--- src/rtl/apb_master.sv ---
// Single-outstanding APB requester: IDLE->SETUP->ACCESS->RESP with a watchdog on ACCESS.
// Response earliest two edges after acceptance; the response is held until consumed and no new request is taken meanwhile.
module apb_master #(
    parameter int TIMEOUT_CYCLES = 16
) (
    input  logic       am_clk,
    input  logic       am_reset,
    input  logic       am_req_valid,
    output logic       am_req_ready,
    input  logic       am_req_write,
    input  logic [7:0] am_req_addr,
    input  logic [7:0] am_req_wdata,
    output logic       am_rsp_valid,
    input  logic       am_rsp_ready,
    output logic [7:0] am_rsp_rdata,
    output logic       am_rsp_err,
    output logic       am_rsp_timeout,
    output logic       am_psel,
    output logic       am_penable,
    output logic       am_pwrite,
    output logic [7:0] am_paddr,
    output logic [7:0] am_pwdata,
    input  logic       am_pready,
    input  logic       am_pslverr,
    input  logic [7:0] am_prdata
);

    typedef enum logic [1:0] {IDLE, SETUP, ACCESS, RESP} state_t;

    typedef struct packed {
        logic [7:0] rdata;
        logic       err;
        logic       timeout;
    } rsp_t;

    state_t     state;
    state_t     state_nxt;
    logic [7:0] wd_cnt;
    logic       wd_expire;
    rsp_t       rsp_q;

    assign wd_expire = (wd_cnt == 8'(TIMEOUT_CYCLES - 1));

    always_ff @(posedge am_clk) begin
        if (am_reset) begin
            state <= IDLE;
        end else begin
            state <= state_nxt;
        end
    end

    // pready is checked ahead of the watchdog so a completion on the threshold cycle wins
    always_comb begin
        state_nxt = state;
        case (state)
            IDLE:    if (am_req_valid) state_nxt = SETUP;
            SETUP:   state_nxt = ACCESS;
            ACCESS:  if (am_pready || wd_expire) state_nxt = RESP;
            RESP:    if (am_rsp_ready) state_nxt = IDLE;
            default: state_nxt = IDLE;
        endcase
    end

    always_comb begin
        am_req_ready = 1'b0;
        am_psel      = 1'b0;
        am_penable   = 1'b0;
        am_rsp_valid = 1'b0;
        case (state)
            IDLE:    am_req_ready = 1'b1;
            SETUP:   am_psel      = 1'b1;
            ACCESS:  begin
                am_psel    = 1'b1;
                am_penable = 1'b1;
            end
            RESP:    am_rsp_valid = 1'b1;
            default: am_req_ready = 1'b0;
        endcase
    end

    always_ff @(posedge am_clk) begin
        if (am_reset) begin
            am_pwrite <= 1'b0;
            am_paddr  <= 8'h00;
            am_pwdata <= 8'h00;
            wd_cnt    <= 8'h00;
            rsp_q     <= '0;
        end else begin
            if (state == IDLE && am_req_valid) begin
                am_pwrite <= am_req_write;
                am_paddr  <= am_req_addr;
                am_pwdata <= am_req_wdata;
            end
            if (state == SETUP) begin
                wd_cnt <= 8'h00;
            end else if (state == ACCESS && !am_pready && !wd_expire) begin
                wd_cnt <= wd_cnt + 8'h01;
            end
            if (state == ACCESS && am_pready) begin
                rsp_q.rdata   <= (!am_pwrite && !am_pslverr) ? am_prdata : 8'h00;
                rsp_q.err     <= am_pslverr;
                rsp_q.timeout <= 1'b0;
            end else if (state == ACCESS && wd_expire) begin
                rsp_q <= '{rdata: 8'h00, err: 1'b1, timeout: 1'b1};
            end
        end
    end

    assign am_rsp_rdata   = rsp_q.rdata;
    assign am_rsp_err     = rsp_q.err;
    assign am_rsp_timeout = rsp_q.timeout;

endmodule

--- config.mk ---
export PLATFORM = sky130hd
export DESIGN_NAME = apb_master
export DESIGN_NICKNAME = d
export VERILOG_FILES = /design/src/rtl/apb_master.sv
export SDC_FILE = /design/constraint.sdc
export NUM_CORES = 1
export LEC_CHECK = 0
export ABC_AREA = 1
export CAP_MARGIN = 20
export CORE_AREA = 8 8 70 72
export DETAILED_ROUTE_END_ITERATION = 8
export DIE_AREA = 0 0 78 80
export PLACE_DENSITY_LB_ADDON = 0.08
export SLEW_MARGIN = 20
export SYNTH_ARGS = -nofsm -noshare
export SYNTH_HDL_FRONTEND = slang
export SYNTH_SLANG_ARGS = --single-unit
--- constraint.sdc ---
create_clock -name am_clk -period 1.76 [get_ports am_clk]
set_input_delay 0.264 -clock am_clk [delete_from_list [all_inputs] [get_ports am_clk]]
set_output_delay 0.264 -clock am_clk [all_outputs]
set_load 0.05 [all_outputs]
Word-level counts from Yosys, hierarchy flattened
Index checks and enable logic that the tools add are counted.
- register bits: 37
- input bits: 31
- word-level logic and storage cells: 44
- output and inout port bits: 31
- equality and inequality tests: 7
- $add $sub $neg: 1
- multiplexer cells: 11
- reductions and logical operators: 17
- operators by type and width (kind ; count):
    $mux 10 ; 2
    $add 8x1->8 const B ; 1
    $eq 8x4->1 const B ; 1
    $mux 8 ; 1
    $pmux 2 s4 ; 1
    $logic_and 1x1->1 ; 6
    $mux 2 ; 3
    $ne 2x2->1 const B ; 3
    $reduce_or 2->1 ; 3
    $eq 2x2->1 const B ; 2
    $logic_not 1->1 ; 4
    $mux 1 ; 4
    $reduce_and 3->1 ; 1
    $eq 2x1->1 const B ; 1
    $logic_not 2->1 ; 1
    $reduce_bool 2->1 ; 1
    $logic_or 1x1->1 ; 1

Logic depth before layout (Yosys ltp)
Gate-level depths: netlist of run 1.
- depth in word-level cells: 4
- depth in mapped cells: 9
- mapped depth without buffers: 9

Worst setup path after synthesis of run 1
OpenSTA, ideal clock, no wires.
- path kind: flip-flop to flip-flop
- start: register state[0]
- end: register am_pwrite
- stages on the path, launching flop included: 8
- path buffers: 1
- required time: 1695 ps
- clock period less this slack: 1715 ps
- arrival: 1650 ps
- path slack: 45 ps
- setup time: 65 ps
- cells stage by stage: dfxtp_1 inv_1 ha_1 nand2_1 clkinv_1 buf_2 nor2_1 nor2_1
- word-level cells in the longest chain between the ends: 2
- RTL lines (what ; line ; RTL):
    start, declared ; 36 ; state_t state;
    start signal, assigned ; 48 ; state <= state_nxt;
    $logic_not 2->1 ; 89 ; if (state == IDLE && am_req_valid) begin
    $logic_and 1x1->1 ; 89 ;
    end signal, assigned ; 90 ; am_pwrite <= am_req_write;
    end, declared ; 20 ; output logic am_pwrite,
No other way between the ends.
A chain may end at the register's enable or synchronous reset.

Final worst setup path of run 1
- start: register rsp_q, in the netlist am_rsp_rdata[2]
- end: output am_rsp_rdata[2]
- RTL lines (what ; line ; RTL):
    start, declared ; 40 ; rsp_t rsp_q;
    start signal, assigned ; 104 ; rsp_q <= '{rdata: 8'h00, err: 1'b1, timeout: 1'b1};
    end, declared ; 15 ; output logic [7:0] am_rsp_rdata,
No word-level cell between the ends.

==> summary.md, run 1 <==
| Metric | Value |
|---|---|
| Outcome | finished clean |
| Hold Vio Cnt, Final | 0 |
| Final weighted congestion in routability-driven placement | about 0.8 |
| Crit-path leading delay family | buffers and inverters |
| Die area | between 0.006 and 0.007 sq mm |
| Leading cell type in the layout, fill and taps excluded | sky130_fd_sc_hd__nor2_1 |
| First-pass GRT wire length | ~6.6 mm |
| Core region area | slightly below 0.004 sq mm |
| Average routed wire per standard cell | between 10 and 15 microns |
| I/O Pins | 62 |
| Category of the worst setup path launch point | register |
| Pin count of the biggest net entering global routing | 21 |
| Clock Pin Slew Worst Setup and Hold Paths | around 0.070 ns |
| Starting utilization of the core area | slightly above 40% |
| Total number of nets in the final design | roughly 320 |
| Max-slew violation count | 0 |
| Max Fclk | just under 600 MHz |
| Vias per cell | approximately 4.6 |
| Minimum setup slack in the final design | 0.0760 ns |
| Count of endpoints failing setup in the final report | 0 |
| Critical path class | reg -> out |
| Worst reg2reg setup slack | ~0.22 ns |
| Maximum resistive drop on vdd | approximately 1.1 mV |
| Cell with the biggest individual delay on the critical path | sky130_fd_sc_hd__clkdlybuf4s50_1 |
| Number of global-route vias before repair | ~1500 |
| Count of unresolved DRC violations after routing | 0 |
| Placement-stage cell area | 0.00225 sq mm |
| Setup Skew | 0.00315 ns |
| Critical Path End Type | primary output |
| Cell count after synthesis | between 200 and 250 |
| Least-Margin Pin Slew | slightly above 0.5 ns |
| Inserted Diodes | 0 |
| Max Fanout on Critical Path | 2 |
| Min-Delay Path Depth | 2 |
| Total via count after detailed routing | approximately 1500 |
| Count of port buffers added during placement | 61 |
| Clock tree root driver cell | sky130_fd_sc_hd__clkbuf_8 |
| Leak | 0.957 nW |
| H-tree levels | 2 |
| Clock tree from TritonCTS | done |
| Die boundary width | 78 microns |
| Final cell area excluding filler cells | roughly 0.0023 sq mm |
| Antenna violation net count after detailed routing | 0 |
| Worst stage delay on the critical path | 0.81 ns |
| Yosys synthesis warning count | 0 |
| Area delta synth->final | 47.8% |
| Worst path required time | 1.50 ns |
| Count of state elements after synthesis | 37 |
| Most frequent cells in the layout | sky130_fd_sc_hd__nor2_1, sky130_fd_sc_hd__clkdlybuf4s50_1, sky130_fd_sc_hd__nand2_1 |
| Post-Syn Area | between 0.0015 and 0.002 sq mm |
| Total global routing overflow | 0 |
| Post-Syn Area per Cell | approximately 7.2 sq um |
| Clock Tree Buf Depth | 2 |
| Number of detailed-route iterations in the first pass | 4 |
| Setup_tns | 0 ns |
| Arrival time of data at the critical path endpoint | about 1.4 ns |
| Number of max-capacitance violations reported | 0 |
| Initial detailed-routing violation count | 75 |
| Worst reg2reg path depth | 6 |
| Number of core rows | 23 |
| Unique cell type count in the Yosys netlist | 21 |
| RSZ-0062 raised after global routing | false |
| Seq/Total Area, Yosys | 47.1% |
| Vertical extent of the die | 80 microns |
| Net count of the mapped netlist | 255 |
| Sum of buffers and inverters on the critical path | 1 |
| Power per Cell Area | between 1000 and 1500 mW/mm^2 |
| Insertion delay to the later sink of the worst-skew pair | ~0.28 ns |
| Overall fraction of global-route tracks in use | approximately an eighth |
| Min Clock Period, post-route | roughly 1.7 ns |
| HPWL Detailed | about 3.0 mm |
| Worst slew margin | between 60 and 70% |
| Pre-CTS setup slack | between 0.15 and 0.2 ns |
| Post-CTS setup buffer count | 0 |
| Antenna violations before repair | 0 |
| Depth of the critical timing path with buffers and inverters included | 1 |
| Tcrit/Tclk final | between 90% and 100% |
| Aggregate routed wire length | between 3 and 4 mm |
| TritonCTS sink count | 37 |
| Number of buffers added by the clock tree synthesis step | 5 |
| CP cell instances | clkdlybuf4s50_1 |
| Min-delay worst type | reg -> reg |
| Share of post-route cells with drive strength above 1 | about an eighth |
-- state kept, by name, indices dropped and copies added (netlist names) --
signal and flops:
am_paddr 8, am_pwdata 8, am_pwrite 1, am_rsp_err 1, am_rsp_rdata 8, am_rsp_timeout 1, state 2, wd_cnt 8
-- synthesized netlist by cell type --
library cell / count / share of area, %
sky130_fd_sc_hd__nor2_1: 55 / 13
sky130_fd_sc_hd__nand2_1: 39 / 9.3
sky130_fd_sc_hd__dfxtp_1: 37 / 47
sky130_fd_sc_hd__o21ai_0: 21 / 6.7
sky130_fd_sc_hd__a21oi_1: 16 / 5.1
sky130_fd_sc_hd__inv_1: 16 / 3.8
sky130_fd_sc_hd__nand3_1: 15 / 4.8
sky130_fd_sc_hd__ha_1: 5 / 4.0
sky130_fd_sc_hd__buf_2: 2 / 0.64
sky130_fd_sc_hd__clkbuf_1: 2 / 0.48
sky130_fd_sc_hd__buf_1: 1 / 0.24
sky130_fd_sc_hd__buf_4: 1 / 0.48
sky130_fd_sc_hd__buf_6: 1 / 0.72
sky130_fd_sc_hd__clkinv_1: 1 / 0.24
sky130_fd_sc_hd__nand2_2: 1 / 0.40
sky130_fd_sc_hd__nor2_2: 1 / 0.40
sky130_fd_sc_hd__nor3_2: 1 / 0.64
sky130_fd_sc_hd__o21ai_1: 1 / 0.32
sky130_fd_sc_hd__o21ai_2: 1 / 0.56
sky130_fd_sc_hd__xnor2_1: 1 / 0.56
sky130_fd_sc_hd__xor2_1: 1 / 0.56
-- layer usage --
metal | up-vias | share of wire [%] | GRT usage, %
met2 | 50 | 46 | 20.8
met1 | 655 | 42 | 13.8
met4 | 0 | 1.0 | 5.00
li1 | 827 | - | -
met3 | 4 | 11 | 7.88
met5 | - | 0 | 0
-- what timing repair did --
| action | 4_1_cts | 5_1_grt |
|---|---|---|
| hold buffers | 0 | 0 |
| gates resized for setup | 0 | 1 |
| endpoints found under the setup margin | 0 | 4 |
-- path summary, 6_finish.rpt --
check | end | start
worst max register to register | state[0] | wd_cnt[1]
worst max-delay path | am_rsp_rdata[2] | am_rsp_rdata[2]
worst min register to register | am_rsp_timeout | am_rsp_timeout
worst min-delay path | am_rsp_timeout | am_rsp_timeout
-- stage by stage --
step	hold slack (ns)	std cells	total power [mW]	utilization, %
floorplan	0.411	219	2.14	-
global placement	0.434	330	2.74	58.3
detailed placement	0.436	330	2.75	58.3
CTS	0.446	336	3.31	60.2
global route	0.487	336	3.46	60.3
finish	0.444	336	3.25	60.3
-- area by class of cell --
class,count,area [sq um]
clock buffer,5,68.8
clock inverter,1,5.00
fill,379,1530
inverter,17,63.8
multi-input combinational,158,734
sequential,37,741
tap,50,62.6
timing repair buffer,68,651
-- cells by family (layout without fill, tap and decap cells) --
kind of cell / count (synthesis) / after routing / share of synthesized area, %
flip-flops: 37 / 37 / 47.1
AND/OR/NAND/NOR: 112 / 112 / 28.6
buffers and inverters: 24 / 91 / 6.60
AO/OA/AOI/OAI: 39 / 39 / 12.6
XOR/XNOR: 2 / 2 / 1.11
adder cells (fa/ha/maj): 5 / 5 / 3.97
-- worst reg2reg max path, delay by kind of cell (launching register included) --
| family | cells | cell delay [ns] |
|---|---|---|
| DFF | 1 | 0.38 |
| and+or+nand+nor | 4 | 0.40 |
| adders and majority gates | 1 | 0.22 |
| AOI/OAI and AO/OA | 1 | 0.43 |
-- power by group --
| group | switching [mW] | internal [mW] |
|---|---|---|
| clock | 0.276 | 0.260 |
| combinational | 1.04 | 0.588 |
| sequential | 0.0958 | 0.994 |
No activity file was read; power rests on OpenSTA's default activity.
==> inputs of run 2 (changes only) <==
Settings changed: PLACE_DENSITY set to 0.76, PLACE_DENSITY_LB_ADDON 0.08 to not set.
==> run 2 against run 1 <==
- clock skew grew 0.0025 ns
- critical endpoint is now am_paddr[4]
- critical path depth stayed put
- via count is 0.72% lower
- first-iteration DRC count is 8.0% lower
- fmax shrank 1.1%
- non-clock buffer count unchanged
- design area is 0.27% lower
==> summary.md, run 2 (same netlist as run 1, synthesis figures left out) <==
| Metric | Value |
|---|---|
| Share of post-route cells with drive strength above 1 | between 10% and 20% |
| Number of buffers added by the clock tree synthesis step | 5 |
| Outcome | finished clean |
| Category of the worst setup path launch point | register |
| First-pass GRT wire length | between 6 and 7 mm |
| Number of max-capacitance violations reported | 0 |
| Aggregate routed wire length | approximately 3.8 mm |
| Starting utilization of the core area | between 40 and 50% |
| Power spent charging and discharging nets | between 1 and 1.5 mW |
| Overall fraction of global-route tracks in use | about an eighth |
| Worst stage delay on the critical path | roughly 0.81 ns |
| Total number of nets in the final design | about 320 |
| Worst path required time | approximately 1.5 ns |
| Worst slew margin | between 60% and 70% |
| Inserted Diodes | 0 |
| Vias per cell | around 4.5 |
| Final weighted congestion in routability-driven placement | about 0.8 |
| Arrival time of data at the critical path endpoint | about 1.4 ns |
| Internal cell power | 1.85 mW |
| Die boundary width | roughly 78 microns |
| Area delta synth->final | 47.4% |
| Clock Tree Buf Depth | 2 |
| Critical Path End Type | primary output |
| Clock Pin Slew Worst Setup and Hold Paths | roughly 0.07 ns |
| Hold Vio Cnt, Final | 0 |
| Power per Cell Area | 1410 mW/mm^2 |
| Critical path class | reg -> out |
| Leading cell type in the layout, fill and taps excluded | sky130_fd_sc_hd__nor2_1 |
| I/O Pins | just over 60 |
| Max Fanout on Critical Path | 2 |
| Setup_tns | 0 ns |
| Number of detailed-route iterations in the first pass | 4 |
| Post-CTS setup buffer count | 0 |
| Cts hold-fix bufs | 0 |
| Min-delay worst type | reg -> reg |
| Flop pwr share | roughly 34% |
| Sum of buffers and inverters on the critical path | 1 |
| Antenna violations before repair | 0 |
| Share of total power consumed by net switching | about 43% |
| Maximum resistive drop on vdd | 0.923 mV |
| Clock network fraction of total power | approximately 17% |
| CP cell instances | clkdlybuf4s50_1 |
| Tcrit/Tclk final | about 97% |
| Clock tree root driver cell | sky130_fd_sc_hd__clkbuf_8 |
| Max-slew violation count | 0 |
| Insertion delay to the later sink of the worst-skew pair | around 0.28 ns |
| Initial detailed-routing violation count | 69 |
| Core region area | 0.00386 sq mm |
| Min Clock Period, post-route | between 1.5 and 2 ns |
| Crit-path leading delay family | buffers and inverters |
| TritonCTS sink count | 37 |
| Most frequent cells in the layout | sky130_fd_sc_hd__nor2_1, sky130_fd_sc_hd__nand2_1, sky130_fd_sc_hd__dfxtp_1, sky130_fd_sc_hd__clkdlybuf4s50_1, sky130_fd_sc_hd__buf_4 |
| RSZ-0062 raised after global routing | false |
| Share of total power in combinational logic | around 49% |
| Pin count of the biggest net entering global routing | 21 |
| Total global routing overflow | 0 |
| Antenna violation net count after detailed routing | 0 |
| Number of global-route vias before repair | ~1500 |
| Cells resized by post-CTS repair | 0 |
| Average routed wire per standard cell | ~11 microns |
| Worst reg2reg path depth | 8 |
| Core utilization of the finished layout | about three fifths |
| Clock tree from TritonCTS | done |
| Total via count after detailed routing | roughly 1500 |
| Cell with the biggest individual delay on the critical path | sky130_fd_sc_hd__clkdlybuf4s50_1 |
| Setup Skew | around 0.0057 ns |
| Min-Delay Path Depth | 2 |
| Count of endpoints failing setup in the final report | 0 |
| Count of unresolved DRC violations after routing | 0 |
| Count of port buffers added during placement | 61 |
| H-tree levels | 2 |
| Vertical extent of the die | ~80 microns |
| Number of core rows | 23 |
| Least-Margin Pin Slew | 0.503 ns |
| Leak | 0.968 nW |
| HPWL Detailed | between 2 and 3 mm |
| Die area | ~0.0062 sq mm |
| Depth of the critical timing path with buffers and inverters included | 1 |
| Max Fclk | 587 MHz |
run 2: path summary, 6_finish.rpt:
kind	start	to	slack (ns)
max	am_paddr[4]	am_paddr[4]	0.06
min	am_rsp_timeout	am_rsp_timeout	0.45
max reg2reg	state[0]	wd_cnt[6]	0.27
min reg2reg	am_rsp_timeout	am_rsp_timeout	0.45
run 2: layer usage:
layer	up-vias	track usage [%]	routed length (microns)
met1	647	14.6	1740
met2	44	18.4	1630
li1	830	-	-
met3	4	7.43	416
met4	0	5.00	44
met5	-	0	0
run 2: through the flow:
| step | hold WS [ns] | setup WS [ns] | instance area, sq um | power (mW) | instances |
|---|---|---|---|---|---|
| 2_1_floorplan | 0.411 | 0.0451 | 1570 | 2.14 | 219 |
| 3_3_place_gp | 0.439 | 0.239 | 2240 | 2.73 | 330 |
| 3_5_place_dp | 0.444 | 0.206 | 2240 | 2.74 | 330 |
| 4_1_cts | 0.455 | 0.0512 | 2320 | 3.31 | 338 |
| 5_1_grt | 0.481 | 0.0116 | 2320 | 3.48 | 338 |
| 6_report | 0.448 | 0.0569 | 2320 | 3.27 | 338 |
run 2: cell type report:
class	count	area (sq um)
fillers	370	1540
flip-flops and latches	37	741
multi-input cells	158	729
repair buffers	68	641
clock buffers	6	72.6
inverters	17	63.8
well taps	50	62.6
clock inverters	2	10.0
run 2: worst register-to-register path: stages, from the launching register on:
cell and delay (ns):
sky130_fd_sc_hd__dfxtp_1 0.34, sky130_fd_sc_hd__inv_1 0.09, sky130_fd_sc_hd__ha_1 0.20, sky130_fd_sc_hd__inv_1 0.05
sky130_fd_sc_hd__nor2_1 0.15, sky130_fd_sc_hd__inv_1 0.09, sky130_fd_sc_hd__nor2_2 0.28, sky130_fd_sc_hd__nand2_1 0.09
sky130_fd_sc_hd__a21oi_1 0.14
run 2: power groups by stage:
stage          registers [mW]  clock network [mW]  logic (mW)
6_report                 1.09               0.558        1.61
4_1_cts                  1.09               0.579        1.64
3_5_place_dp             1.11                   0        1.63
2_1_floorplan            1.54                   0       0.600
3_3_place_gp             1.11                   0        1.63
5_1_grt                  1.11               0.618        1.75
